## src/rtl/rob_pr_free_q.sv

```systemverilog
// Commit-bundle queue between ROB commit and the banked free list.
// Drains the head bundle one PR per bank per cycle and retires it once every lane has drained.
module rob_pr_free_q #(
   parameter int unsigned ENTRIES    = 2,
   parameter int unsigned LANES      = 4,
   parameter int unsigned PR_COUNT   = 128,
   parameter int unsigned BANK_COUNT = 4,
   localparam int unsigned LOG_PR_COUNT = $clog2(PR_COUNT),
   localparam int unsigned LOG_BANK     = $clog2(BANK_COUNT),
   localparam int unsigned IDX_W        = LOG_PR_COUNT - LOG_BANK
) (
   input  logic                            CLK,
   input  logic                            nRST,
   input  logic                            enq_valid,
   input  logic [LANES-1:0]                enq_valid_by_lane,
   input  logic [LANES*LOG_PR_COUNT-1:0]   enq_PR_by_lane,
   output logic                            enq_ready,
   output logic [BANK_COUNT-1:0]           deq_valid_by_bank,
   output logic [BANK_COUNT*IDX_W-1:0]     deq_PR_by_bank,
   input  logic [BANK_COUNT-1:0]           deq_ready_by_bank
);

   localparam int unsigned PTR_W  = $clog2(ENTRIES);
   localparam int unsigned CNT_W  = $clog2(ENTRIES + 1);
   localparam int unsigned LANE_W = $clog2(LANES);

   logic [LOG_PR_COUNT-1:0] pr_q   [ENTRIES][LANES];
   logic [LANES-1:0]        pend_q [ENTRIES];
   logic [PTR_W-1:0]        head_q;
   logic [PTR_W-1:0]        tail_q;
   logic [CNT_W-1:0]        count_q;

   logic                    not_empty;
   logic [LANES-1:0]        head_pend;
   logic [LANES-1:0]        clr;
   logic [LANES-1:0]        head_pend_next;
   logic [BANK_COUNT-1:0]   hit;
   logic [LANE_W-1:0]       sel [BANK_COUNT];
   logic                    enq_fire;
   logic                    alloc;
   logic                    retire;

   assign not_empty = (count_q != '0);
   assign enq_ready = (count_q < CNT_W'(ENTRIES));
   assign enq_fire  = enq_valid && enq_ready;
   assign alloc     = enq_fire && (|enq_valid_by_lane);

   // Per bank, pick the lowest pending head lane mapped to it; ready only affects the clear mask.
   always_comb begin
      head_pend         = pend_q[head_q];
      hit               = '0;
      clr               = '0;
      deq_valid_by_bank = '0;
      deq_PR_by_bank    = '0;
      for (int unsigned b = 0; b < BANK_COUNT; b++) begin
         sel[b] = '0;
         for (int unsigned l = 0; l < LANES; l++) begin
            if (!hit[b] && not_empty && head_pend[l] &&
                (pr_q[head_q][l][LOG_BANK-1:0] == LOG_BANK'(b))) begin
               hit[b] = 1'b1;
               sel[b] = LANE_W'(l);
            end
         end
         if (hit[b]) begin
            deq_valid_by_bank[b]             = 1'b1;
            deq_PR_by_bank[b*IDX_W +: IDX_W] = pr_q[head_q][sel[b]][LOG_PR_COUNT-1:LOG_BANK];
            if (deq_ready_by_bank[b]) begin
               clr[sel[b]] = 1'b1;
            end
         end
      end
      head_pend_next = head_pend & ~clr;
   end

   assign retire = not_empty && (head_pend_next == '0);

   // Control state: pointers, occupancy and pending masks.
   always_ff @(posedge CLK) begin
      if (!nRST) begin
         head_q  <= '0;
         tail_q  <= '0;
         count_q <= '0;
         for (int unsigned e = 0; e < ENTRIES; e++) begin
            pend_q[e] <= '0;
         end
      end else begin
         if (not_empty) begin
            pend_q[head_q] <= head_pend_next;
         end
         // Allocation never targets the draining head: tail==head only when empty or full.
         if (alloc) begin
            pend_q[tail_q] <= enq_valid_by_lane;
            tail_q         <= tail_q + PTR_W'(1);
         end
         if (retire) begin
            head_q <= head_q + PTR_W'(1);
         end
         case ({alloc, retire})
            2'b10:   count_q <= count_q + CNT_W'(1);
            2'b01:   count_q <= count_q - CNT_W'(1);
            default: count_q <= count_q;
         endcase
      end
   end

   // PR payload storage needs no reset; pending masks gate every use.
   always_ff @(posedge CLK) begin
      if (alloc) begin
         for (int unsigned l = 0; l < LANES; l++) begin
            pr_q[tail_q][l] <= enq_PR_by_lane[l*LOG_PR_COUNT +: LOG_PR_COUNT];
         end
      end
   end

endmodule

```

## config.mk

```make
export PLATFORM = sky130hd
export DESIGN_NAME = rob_pr_free_q
export DESIGN_NICKNAME = d
export VERILOG_FILES = /design/src/rtl/rob_pr_free_q.sv
export SDC_FILE = /design/constraint.sdc
export NUM_CORES = 1
export LEC_CHECK = 0
export CAP_MARGIN = 20
export CELL_PAD_IN_SITES_DETAIL_PLACEMENT = 1
export CELL_PAD_IN_SITES_GLOBAL_PLACEMENT = 2
export CORE_AREA = 2 2 111 113
export CTS_BUF_LIST = sky130_fd_sc_hd__clkbuf_16
export DETAILED_ROUTE_END_ITERATION = 12
export DIE_AREA = 0 0 113 115
export PLACE_DENSITY_LB_ADDON = 0.1
export SETUP_SLACK_MARGIN = 0.15
export SKIP_CTS_REPAIR_TIMING = 1
export SYNTH_ARGS = -nofsm -noshare
export SYNTH_HDL_FRONTEND = slang
export SYNTH_SLANG_ARGS = --single-unit
```

## constraint.sdc

```tcl
create_clock -name CLK -period 4.6 [get_ports CLK]
set_clock_uncertainty 0.05 [all_clocks]
set_input_delay 1.38 -clock CLK [delete_from_list [all_inputs] [get_ports CLK]]
set_output_delay 1.38 -clock CLK [all_outputs]
set_load 0.1 [all_outputs]
```

==> impl_summary.md, run 1 <==
Synth
The largest total area in the synthesized netlist belongs to edfxtp_1. After synthesis the cells add up to 3907 sq um. The synthesized netlist net count is 368.

For this run, asynchronously set or reset flops after synthesis account for 0%. The yosys synthesis warning count is 0. Among all flip-flop cells after synthesis, the most frequent one is edfxtp_1.

By area the synthesized netlist is led by edfxtp_1, mux2i_1, mux2_2, mux2_1, dfxtp_1. The part of the Yosys area used for sequential elements is 51.75%. The mean instance size in the synthesized netlist is 11.91 sq um.

Counting flops with a built-in enable in the synthesized netlist gives 64. The flop and latch count out of synthesis is 69. The number of cells produced by synthesis is 328.

The number of different library cells used by synthesis comes to 55. Summed over its instances, the top area cell type makes up 49.18% of the synthesized netlist area.

Timing
The headroom to the max-slew limit is 35.16%. The final hold violation count is 0. Setup repair after global routing could not meet its margin everywhere. Setup violations remaining at the end of the flow were counted as 0. The number of max-slew violations in the final report is 0. Setup slack closes at 0.2484 ns. Timing would allow up to 0.2298 GHz. Hold timing on the final database bottoms out at a slack of 0.5036 ns. The final critical path takes up 94.60% of the cycle. The minimum period implied by the final worst setup slack is 4.352 ns. The transition time of the tightest slew-check pin is 0.9696 ns. Adding up every negative setup slack in the final design gives 0 ns.

Clock tree
The cell sitting at the root of the clock tree is a clkbuf_16. In this run the number of H-tree levels came out at 3. The tree built by TritonCTS fans out to 69 sinks. In this run the deepest clock path goes through 2 buffers.

The number of buffers added by the clock tree synthesis step is 9. The clock tree from TritonCTS is yes. The clock edge transition at the registers on the reported setup and hold paths is 0.06 ns. For the worst-skew pair, the clock arrives at the later sink with an insertion delay of 0.33 ns.

Worst setup path
Traced cell by cell, the critical path runs through or3b_1 > a211oi_4 > and3b_1 > o21ba_4 > mux2_4 > a221oi_1 > a21oi_2 > buf_12. The worst-path cell with the longest stage delay is or3b_1. The highest cell delay on the worst timing path is 0.44 ns. The peak fanout along the critical path is 18.

For the worst flop-to-flop path, the logic depth is 11. The worst setup path is launched from a register. The category of the critical setup timing path is register to output pin. The worst register-to-register path has a setup slack of 1.19 ns.

Counting both buffers and inverters, the worst setup path holds a total of 1. The capture instance of the worst register-to-register path is count_q[1]. The data required time of the critical path is 3.17 ns.

The type of destination of the critical path is an output pin. The arrival time of the worst setup path is 2.92 ns. The family with the most delay on the worst path is compound AO/OA/AOI/OAI gates.

Detailed routing
The DRC violation count after routing is 5. Dividing the detail-routed wire length by the instance count gives 19.53 um. The detailed-routing iteration count for the pre-antenna-repair pass is 9. The routed layout has 3022 vias. Using the TritonRoute via totals, the vias-per-cell ratio works out to 5.416.

After the first detailed-routing iteration, the DRC count stood at 133. Once detail routing completed, the nets flagged for antenna violations numbered 0. The wire length after detailed routing is 10900 um.

Layout
From synthesis to final layout, the design area changed by 41.56%. The area of all placed cells without fillers is 5532 sq um. The number of antenna repair diodes is 0. Of the cells placed in the final design, the portion with a size suffix greater than 1 is 27.49%. The filler cells instantiated in the layout total 1241.

The most common cell after layout, fill and taps aside is edfxtp_1. Leaving out fill and tap cells, the most frequent cells in the layout are edfxtp_1, clkdlybuf4s50_1, mux2i_1. The final-stage net count is 447.

Global route
Global routing used 17.51% of the available tracks across all layers. The first global-routing pass estimated 17420 um of wire. The via count of the first global-routing pass is 3153. The largest net degree at the start of global routing is 23. After global routing the overflow that remains totals 0. The initial antenna violation count is 0.

Floorplanning
The initial core utilization is 33.08%. The I/O pin count is 64. After floorplanning, the core was sized to cover 11810 sq um. The die is 113 um wide. The die is 115 um tall. Row generation in the floorplan step produced 40 rows. The die covers 13000 sq um.

Worst hold path
The launch point of the worst hold path is count_q[1]. The worst min-delay path endpoint is count_q[1]. The path class of the tightest hold or removal check is register to register. The hold-critical path depth is 2.

Power and ir drop
For this design the static power due to leakage is 1.866 nW. The switching component of the power is 1.427 mW. The worst-case IR drop observed on VDD is 0.0004402 V. The cell area power density is 611.4 nW/um^2.

The overall power after layout is 3.382 mW. In this run switching power makes up 42.18% of total power. Per report_power, the clock group accounts for 23.4% of the total. Of the total power, combinational logic draws 50.3%. The fraction of power consumed by sequential logic is 26.3%.

The internal power of the cells totals 1.955 mW.

Placed design
After detailed placement, the total cell area comes to 5150 sq um. The global placer's final weighted congestion is 0.8318. The post-placement setup slack is 0.2701 ns. The number of buffers inserted by port buffering is 63. The detailed-placement wirelength estimate is 8383 um.

Job
The max-cap violation count is 0.

Outcome
The checks that failed: design-rule violations. The flow ran to the end, but the final reports show violations.
[power by group through the flow]
stage / clock, mW / combinational (mW) / sequential (mW)
2_1_floorplan: 0 / 1.15 / 0.877
3_3_place_gp: 0 / 1.67 / 0.895
3_5_place_dp: 0 / 1.69 / 0.902
4_1_cts: 0.810 / 1.69 / 0.889
5_1_grt: 0.834 / 1.80 / 0.903
6_report: 0.792 / 1.70 / 0.890
[area by class of cell]
type | count | area (sq um) | area share (%)
clock buffer | 9 | 225.2 | 4.071
clock inverter | 6 | 112.6 | 2.036
inverter | 12 | 45.04 | 0.8143
multi-input combinational | 235 | 1953 | 35.31
sequential | 69 | 2026 | 36.62
tap | 147 | 183.9 | 3.325
timing repair buffer | 80 | 985.9 | 17.82
[cell families (layout without fill, tap and decap cells)]
family / Yosys count / count (layout) / share of synthesized area, %
compound gates: 70 / 70 / 12.23
xor+xnor: 2 / 2 / 0.4484
fa+ha+maj: 1 / 1 / 0.3202
buf+inv: 24 / 107 / 2.498
flops: 69 / 69 / 51.75
mux: 66 / 66 / 18.48
simple gates: 96 / 96 / 14.28
[routing by layer]
layer,part of all wire (%),wire (um),global-route usage [%],vias up
met1,44,4814,22.05,1522
met3,3.4,374,3.110,11
met4,1.5,159,5.854,0
met2,51,5548,30.58,57
li1,-,-,-,1432
met5,0,0,0,-
[cells in the mapped netlist, types with 2 or more instances]
| library cell | count |
|---|---|
| edfxtp_1 | 64 |
| mux2i_1 | 33 |
| nor2_1 | 17 |
| mux2_2 | 16 |
| nand2_1 | 16 |
| a21oi_1 | 14 |
| o21ai_0 | 12 |
| inv_1 | 11 |
| mux2_1 | 11 |
| a221oi_1 | 10 |
| and2_1 | 9 |
| nand3_1 | 9 |
| nor2b_1 | 7 |
| o22ai_1 | 7 |
| buf_2 | 6 |
| clkbuf_1 | 6 |
| a22oi_1 | 5 |
| dfxtp_1 | 5 |
| nor3_1 | 5 |
| o21ai_1 | 5 |
| mux2_4 | 4 |
| nand3b_1 | 4 |
| nand4_1 | 4 |
| nor3b_1 | 4 |
| nand2b_1 | 3 |
| a31oi_1 | 2 |
| and3_1 | 2 |
| and3b_1 | 2 |
| mux2i_2 | 2 |
| nand4b_1 | 2 |
| nor4b_2 | 2 |
| o21a_1 | 2 |
| o31ai_1 | 2 |
| or3_1 | 2 |
| or3b_1 | 2 |
| xnor2_1 | 2 |
[per-stage QoR]
stage               std cells  utilization (%)
floorplan                 328                -
global placement          543            43.60
detailed placement        543            43.60
CTS                       558            46.46
global route              558            46.83
finish                    558            46.83
[sequential cells by signal, summed over array words and instances, names as in the netlist, named ones only]
| name | count |
|---|---|
| count_q | 2 |
| pend_q | 8 |
| tail_q | 1 |
| pr_q | 56 |
| head_q | 1 |
[worst min-delay path: stages, from the launching register on]
cell,delay (ns)
dfxtp_1,0.34
o21ai_0,0.08
a21boi_0,0.08
[worst max path at each step]
stage	from	endpoint	slack, ns	depth (start not counted)
2_1_floorplan	register	deq_PR_by_bank[15]	-0.18	9
3_3_place_gp	register	deq_PR_by_bank[3]	0.37	8
3_5_place_dp	register	deq_PR_by_bank[3]	0.27	8
4_1_cts	register	deq_PR_by_bank[3]	-0.12	8
6_report	register	deq_PR_by_bank[11]	0.25	8
5_1_grt	register	deq_PR_by_bank[6]	0.14	9
Power figures use the tool's default switching activity.
==> run 2: changes to the inputs <==
CELL_PAD_IN_SITES_DETAIL_PLACEMENT = unset   (was 1)
CELL_PAD_IN_SITES_GLOBAL_PLACEMENT = unset   (was 2)
CTS_BUF_LIST = sky130_fd_sc_hd__clkbuf_8   (was sky130_fd_sc_hd__clkbuf_16)
PLACE_DENSITY_LB_ADDON = unset   (was 0.1)
==> impl_summary.md, run 2 (synthesis results as in run 1) <==
Worst setup path
In this design, the stage delay of the slowest critical-path cell is 0.43 ns. For the worst flop-to-flop path, the logic depth is 11. Counting buffers and inverters, the worst setup path is 8 cells deep. The type of origin of the critical path is a register.

The type of destination of the critical path is an output pin. The critical path buffer and inverter count is 1. The worst setup slack for register-to-register paths is 1.32 ns.

Data on the critical path is required at its endpoint by 3.17 ns. Broken down by cell family, the worst path's largest delay share belongs to compound AO/OA/AOI/OAI gates. The critical path is of the register to output pin type.

Traced cell by cell, the critical path runs through or3b_1 > a211oi_4 > and3b_1 > o21ba_4 > mux2_4 > a221oi_1 > a21oi_2 > buf_12. The arrival time of the worst setup path is 2.90 ns. The peak fanout along the critical path is 13. The worst-path cell with the longest stage delay is or3b_1.

Detailed routing
The vias after detailed routing is 3017. For this block, the routed nets add up to 9849 um of wire. The detailed router finished its first iteration with 182 violations. The count of antenna-violating nets left after detailed routing is 0. The per-cell via count in the routed design is 5.388. The DRC violation count after routing is 7.

The detailed-routing iteration count for the pre-antenna-repair pass is 9. Dividing the detail-routed wire length by the instance count gives 17.59 um.

Placed design
The cell area reported after detailed placement is 5127 sq um. Routability-driven placement finished with a final weighted congestion of 0.9190. The number of buffers inserted by port buffering is 63. The number of cells in the design after placement is 540. The detailed-placement wirelength estimate is 7513 um.

Floorplanning
The placement row count is 40. The I/O pin count is 64. The die extent in x is 113 um. The vertical die dimension is 115 um. The floorplan step defined a die boundary enclosing 13000 sq um.

The initial core utilization is 33.08%. The area of the core is 11810 sq um.

Timing
The number of max-slew violations in the final report is 0. The transition time of the tightest slew-check pin is 0.9633 ns. Subtracting the final worst setup slack from the clock period gives 4.330 ns. The headroom to the max-slew limit is 35.58%. In the final timing run, aggregate negative setup slack is 0 ns. Based on the critical path, the design can be clocked at up to 0.2310 GHz. After layout, the worst path uses 94.13% of the clock period. The final hold violation count is 0. Setup violations remaining at the end of the flow were counted as 0. Setup repair after global routing left no endpoint under its margin.

Clock tree
The CTS sink count is 69. Clock tree synthesis inserted a total of 9 buffers. The clock tree synthesis step divided the H-tree into 3 levels.

The clock tree root buffer cell is clkbuf_8. The clock edge transition at the registers on the reported setup and hold paths is 0.07 ns. TritonCTS built the clock tree. For the worst-skew pair, the clock arrives at the later sink with an insertion delay of 0.35 ns. No sink is reached through more buffers than the 2 on the longest clock path.

Power and ir drop
The leakage power figure is 1.840 nW. Across the VDD grid, the largest voltage drop is 0.0003331 V. Power spread over the standard cell area amounts to 580.3 nW/um^2.

Layout
The non-filler instance count after layout is 560. The register with the most flip-flops in the layout has 56 of them. Cells fill 46.33% of the core in the end. The fill cell instance count of the final layout is 1061. The layout cell share with drive strength beyond 1 is 28.33%. The register with the most flip-flops in the final layout is pr_q.

With fillers left out, the area of the finished cells amounts to 5473 sq um. The area overhead of the layout relative to synthesis is 40.06%. The library cells used most frequently in the layout, excluding fill and tap cells, are edfxtp_1, clkdlybuf4s50_1, mux2i_1. The most common cell after layout, fill and taps aside is edfxtp_1. The final-stage net count is 448.

The largest registers in the layout are pr_q x56, pend_q x8, count_q x2. In the final layout, flip-flops and latches occupy 2026 sq um. In the final layout, the multi-input gates occupy 1986 sq um. The number of antenna repair diodes is 0.

Global route
The initial antenna violation count is 0. Global routing finished with a remaining overflow of 0. The via count of the first global-routing pass is 3056. Entering global routing, the biggest net connects 23 pins. The first-pass GRT wire length is 15680 um. Global routing used 15.47% of the available tracks.

Worst hold path
In this run the worst hold path is classified as register to register. The hold-critical path depth is 2.

Job
The max-cap violation count is 0.

Outcome
The run finished, with violations left. The final reports fail on design-rule violations.
==> run 2: cell types whose count changed in the layout (fill, tap and decap cells not counted), sizes merged <==
cell,change
clkinv,-1
inv,+1
buf,+1
clkinvlp,+1
==> run 2: final timing paths <==
check	end	startpoint
max	deq_PR_by_bank[12]	register
min	count_q[1]	count_q[1]
max reg2reg	count_q[1]	register
min reg2reg	count_q[1]	count_q[1]
==> run 2: report_power, final <==
| group | leakage, nW | internal [mW] | switching, mW |
|---|---|---|---|
| Clock | 0.121 | 0.358 | 0.232 |
| Combinational | 1.07 | 0.610 | 1.09 |
| Sequential | 0.650 | 0.828 | 0.0568 |
==> run 2: worst min-delay path, cell delays in order (launching register included) <==
cell and delay, ns:
dfxtp_1 0.34, o21ai_0 0.07, a21boi_0 0.07
==> run 2: final cells by class <==
| cell class | count | share of cell area, % |
|---|---|---|
| Clock buffer | 9 | 2.263 |
| Clock inverter | 7 | 2.103 |
| Inverter | 12 | 0.8230 |
| Multi-Input combinational cell | 235 | 36.28 |
| Sequential cell | 69 | 37.01 |
| Tap cell | 147 | 3.361 |
| Timing Repair Buffer | 81 | 18.15 |
==> run 2: metrics by stage <==
| step | setup WS (ns) | power (mW) | hold slack, ns |
|---|---|---|---|
| 5_1_grt | 0.1522 | 3.329 | 0.5234 |
| 3_3_place_gp | 0.4274 | 2.530 | 0.4681 |
| 4_1_cts | -0.06368 | 3.143 | 0.4781 |
| 2_1_floorplan | -0.1790 | 2.024 | 0.4352 |
| 3_5_place_dp | 0.3397 | 2.550 | 0.4668 |
| 6_report | 0.2701 | 3.176 | 0.4790 |
==> run 2: per-layer routing <==
| layer | GRT usage [%] | vias up | part of all wire, % |
|---|---|---|---|
| li1 | - | 1436 | - |
| met5 | 0 | - | 0 |
| met4 | 5.285 | 0 | 1.9 |
| met3 | 3.848 | 21 | 5.3 |
| met2 | 26.55 | 108 | 48 |
| met1 | 19.14 | 1452 | 44 |
==> patch (flow settings as in run 2) <==
Make the reset (`nRST`) asynchronous in one clocked block.
--- a/src/rtl/rob_pr_free_q.sv
+++ b/src/rtl/rob_pr_free_q.sv
@@ -75,7 +75,7 @@
    assign retire = not_empty && (head_pend_next == '0);
 
    // Control state: pointers, occupancy and pending masks.
-   always_ff @(posedge CLK) begin
+   always_ff @(posedge CLK or negedge nRST) begin
       if (!nRST) begin
          head_q  <= '0;
          tail_q  <= '0;
Formal check against the unedited RTL: differs if nRST is asserted again (counterexample within 4 cycles, from zero or initial values and one cycle with nRST low); with nRST held inactive, the same outputs for 4 cycles.
==> patch against run 2 <==
Highest routed layer unchanged. Wire length up 13%. Setup slack got worse by 0.13 ns. Largest power group unchanged. Area after synthesis grew 0.80%. Critical path type unchanged. The flow still finishes with violations (DRC). Total power grew 38%. Final area increased by 1.2%. Sequential cell count shrank 1.
==> patch: results (changes against run 2) <==
- The area of placed instances is 5010 um^2 (-2.2%).
- The arrival time reported for the critical path endpoint is 3.03 ns (+0.13 ns).
- The number of cells in the design after placement came to 544 (+0.74%).
- The global routing met3 resource utilization was 3.53% (-0.32 points).
- The worst hold path cell count is 1 (-1).
- After synthesis, the cell types taking the most area are sky130_fd_sc_hd__edfxtp_1 43%, sky130_fd_sc_hd__mux2i_1 7.9%, sky130_fd_sc_hd__dfrtp_1 7.6%.
- The final reports fail on DRC.
- The placer congestion estimate came to 0.922 (+0.33%).
- The number of nets produced by synthesis was 373 (+1.4%).
- The worst slew margin relative to its limit came to 35.5% (-0.12 points).
- The wire length on met3 came to 634 um (+21%).
- The share of post-route cells with drive strength above 1 is 33.3% (+5.0 points).
- The maximum fanout count along the critical path is 14 (+1).
- The unique cell type count in the Yosys netlist is 53 (-3.6%).
- The total power was 0.00438 W (+38%).
- The global-route wire length before repair came to 17.1 mm (+8.8%).
- The total wire length came to 11.2 mm (+13%).
- The iteration-0 DRC count of the detailed router is 231 (+27%).
- The register area share after synthesis is 50.3% (-1.4 points).
- The global routing usage summed across all routing layers was 17.2% (+1.8 points).
- The via count of the routed design came to 3,218 (+6.7%).
- The ratio of routed vias to standard cells is 5.56 (+3.2%).
- The flow ran to the end, but the final reports show violations.
- The detailed-router iteration count before antenna repair is 8 (-1).
- The total length of routed met2 wires is 5.31 mm (+11%).
- The post-detailed-route DRC marker count is 3 (-4).
- The async set or reset register ratio after synthesis is 17.6% (+18 points).
==> patch: cell types whose count changed in the layout (fill, tap and decap cells not counted), sizes merged, moves of 9 or more <==
cell   change
nand2     +13
buf       +13
dfrtp     +12
and2       -9
nor2       +9
mux2      -20
==> patch: cell families (layout without fill, tap and decap cells) <==
| group | after synthesis | count (layout) | share of synthesized area (%) |
|---|---|---|---|
| simple gates | 113 | 113 | 15.3 |
| compound gates | 74 | 74 | 14.3 |
| flops | 68 | 68 | 50.3 |
| mux | 50 | 50 | 15.6 |
| buf+inv | 22 | 121 | 3.05 |
| xor+xnor | 5 | 5 | 1.11 |
| fa+ha+maj | 1 | 1 | 0.318 |
==> patch: cell type report <==
type | instances | area share (%)
Multi-Input combinational cell | 243 | 36.9
Inverter | 9 | 0.610
Clock buffer | 9 | 2.24
Sequential cell | 68 | 35.8
Timing Repair Buffer | 96 | 19.8
Clock inverter | 7 | 1.22
Tap cell | 147 | 3.32
==> patch: metrics by stage <==
stage	setup slack [ns]	utilization [%]
after CTS	-0.199	44.1
after floorplan	-0.249	-
after detailed placement	0.199	42.4
after global placement	0.349	42.4
final	0.144	46.9
after global routing	0.0367	46.9
==> patch: final timing paths <==
| check | from | to | slack (ns) |
|---|---|---|---|
| setup reg to reg | head_q | count_q[1] | 1.20 |
| hold reg to reg | tail_q | tail_q | 0.48 |
| hold / removal | tail_q | tail_q | 0.48 |
| setup / recovery | head_q | deq_PR_by_bank[8] | 0.14 |
| min in group asynchronous | nRST | count_q[1] | 1.33 |
| max in group asynchronous | nRST | head_q | 2.74 |
==> patch: worst max-delay path: cells and delay by family, from the launching register on <==
family	cells	cell delay, ns
AO/OA/AOI/OAI	4	0.84
buffers and inverters	2	0.39
flip-flops	1	0.49
multiplexers	1	0.39
AND/OR/NAND/NOR	2	0.56
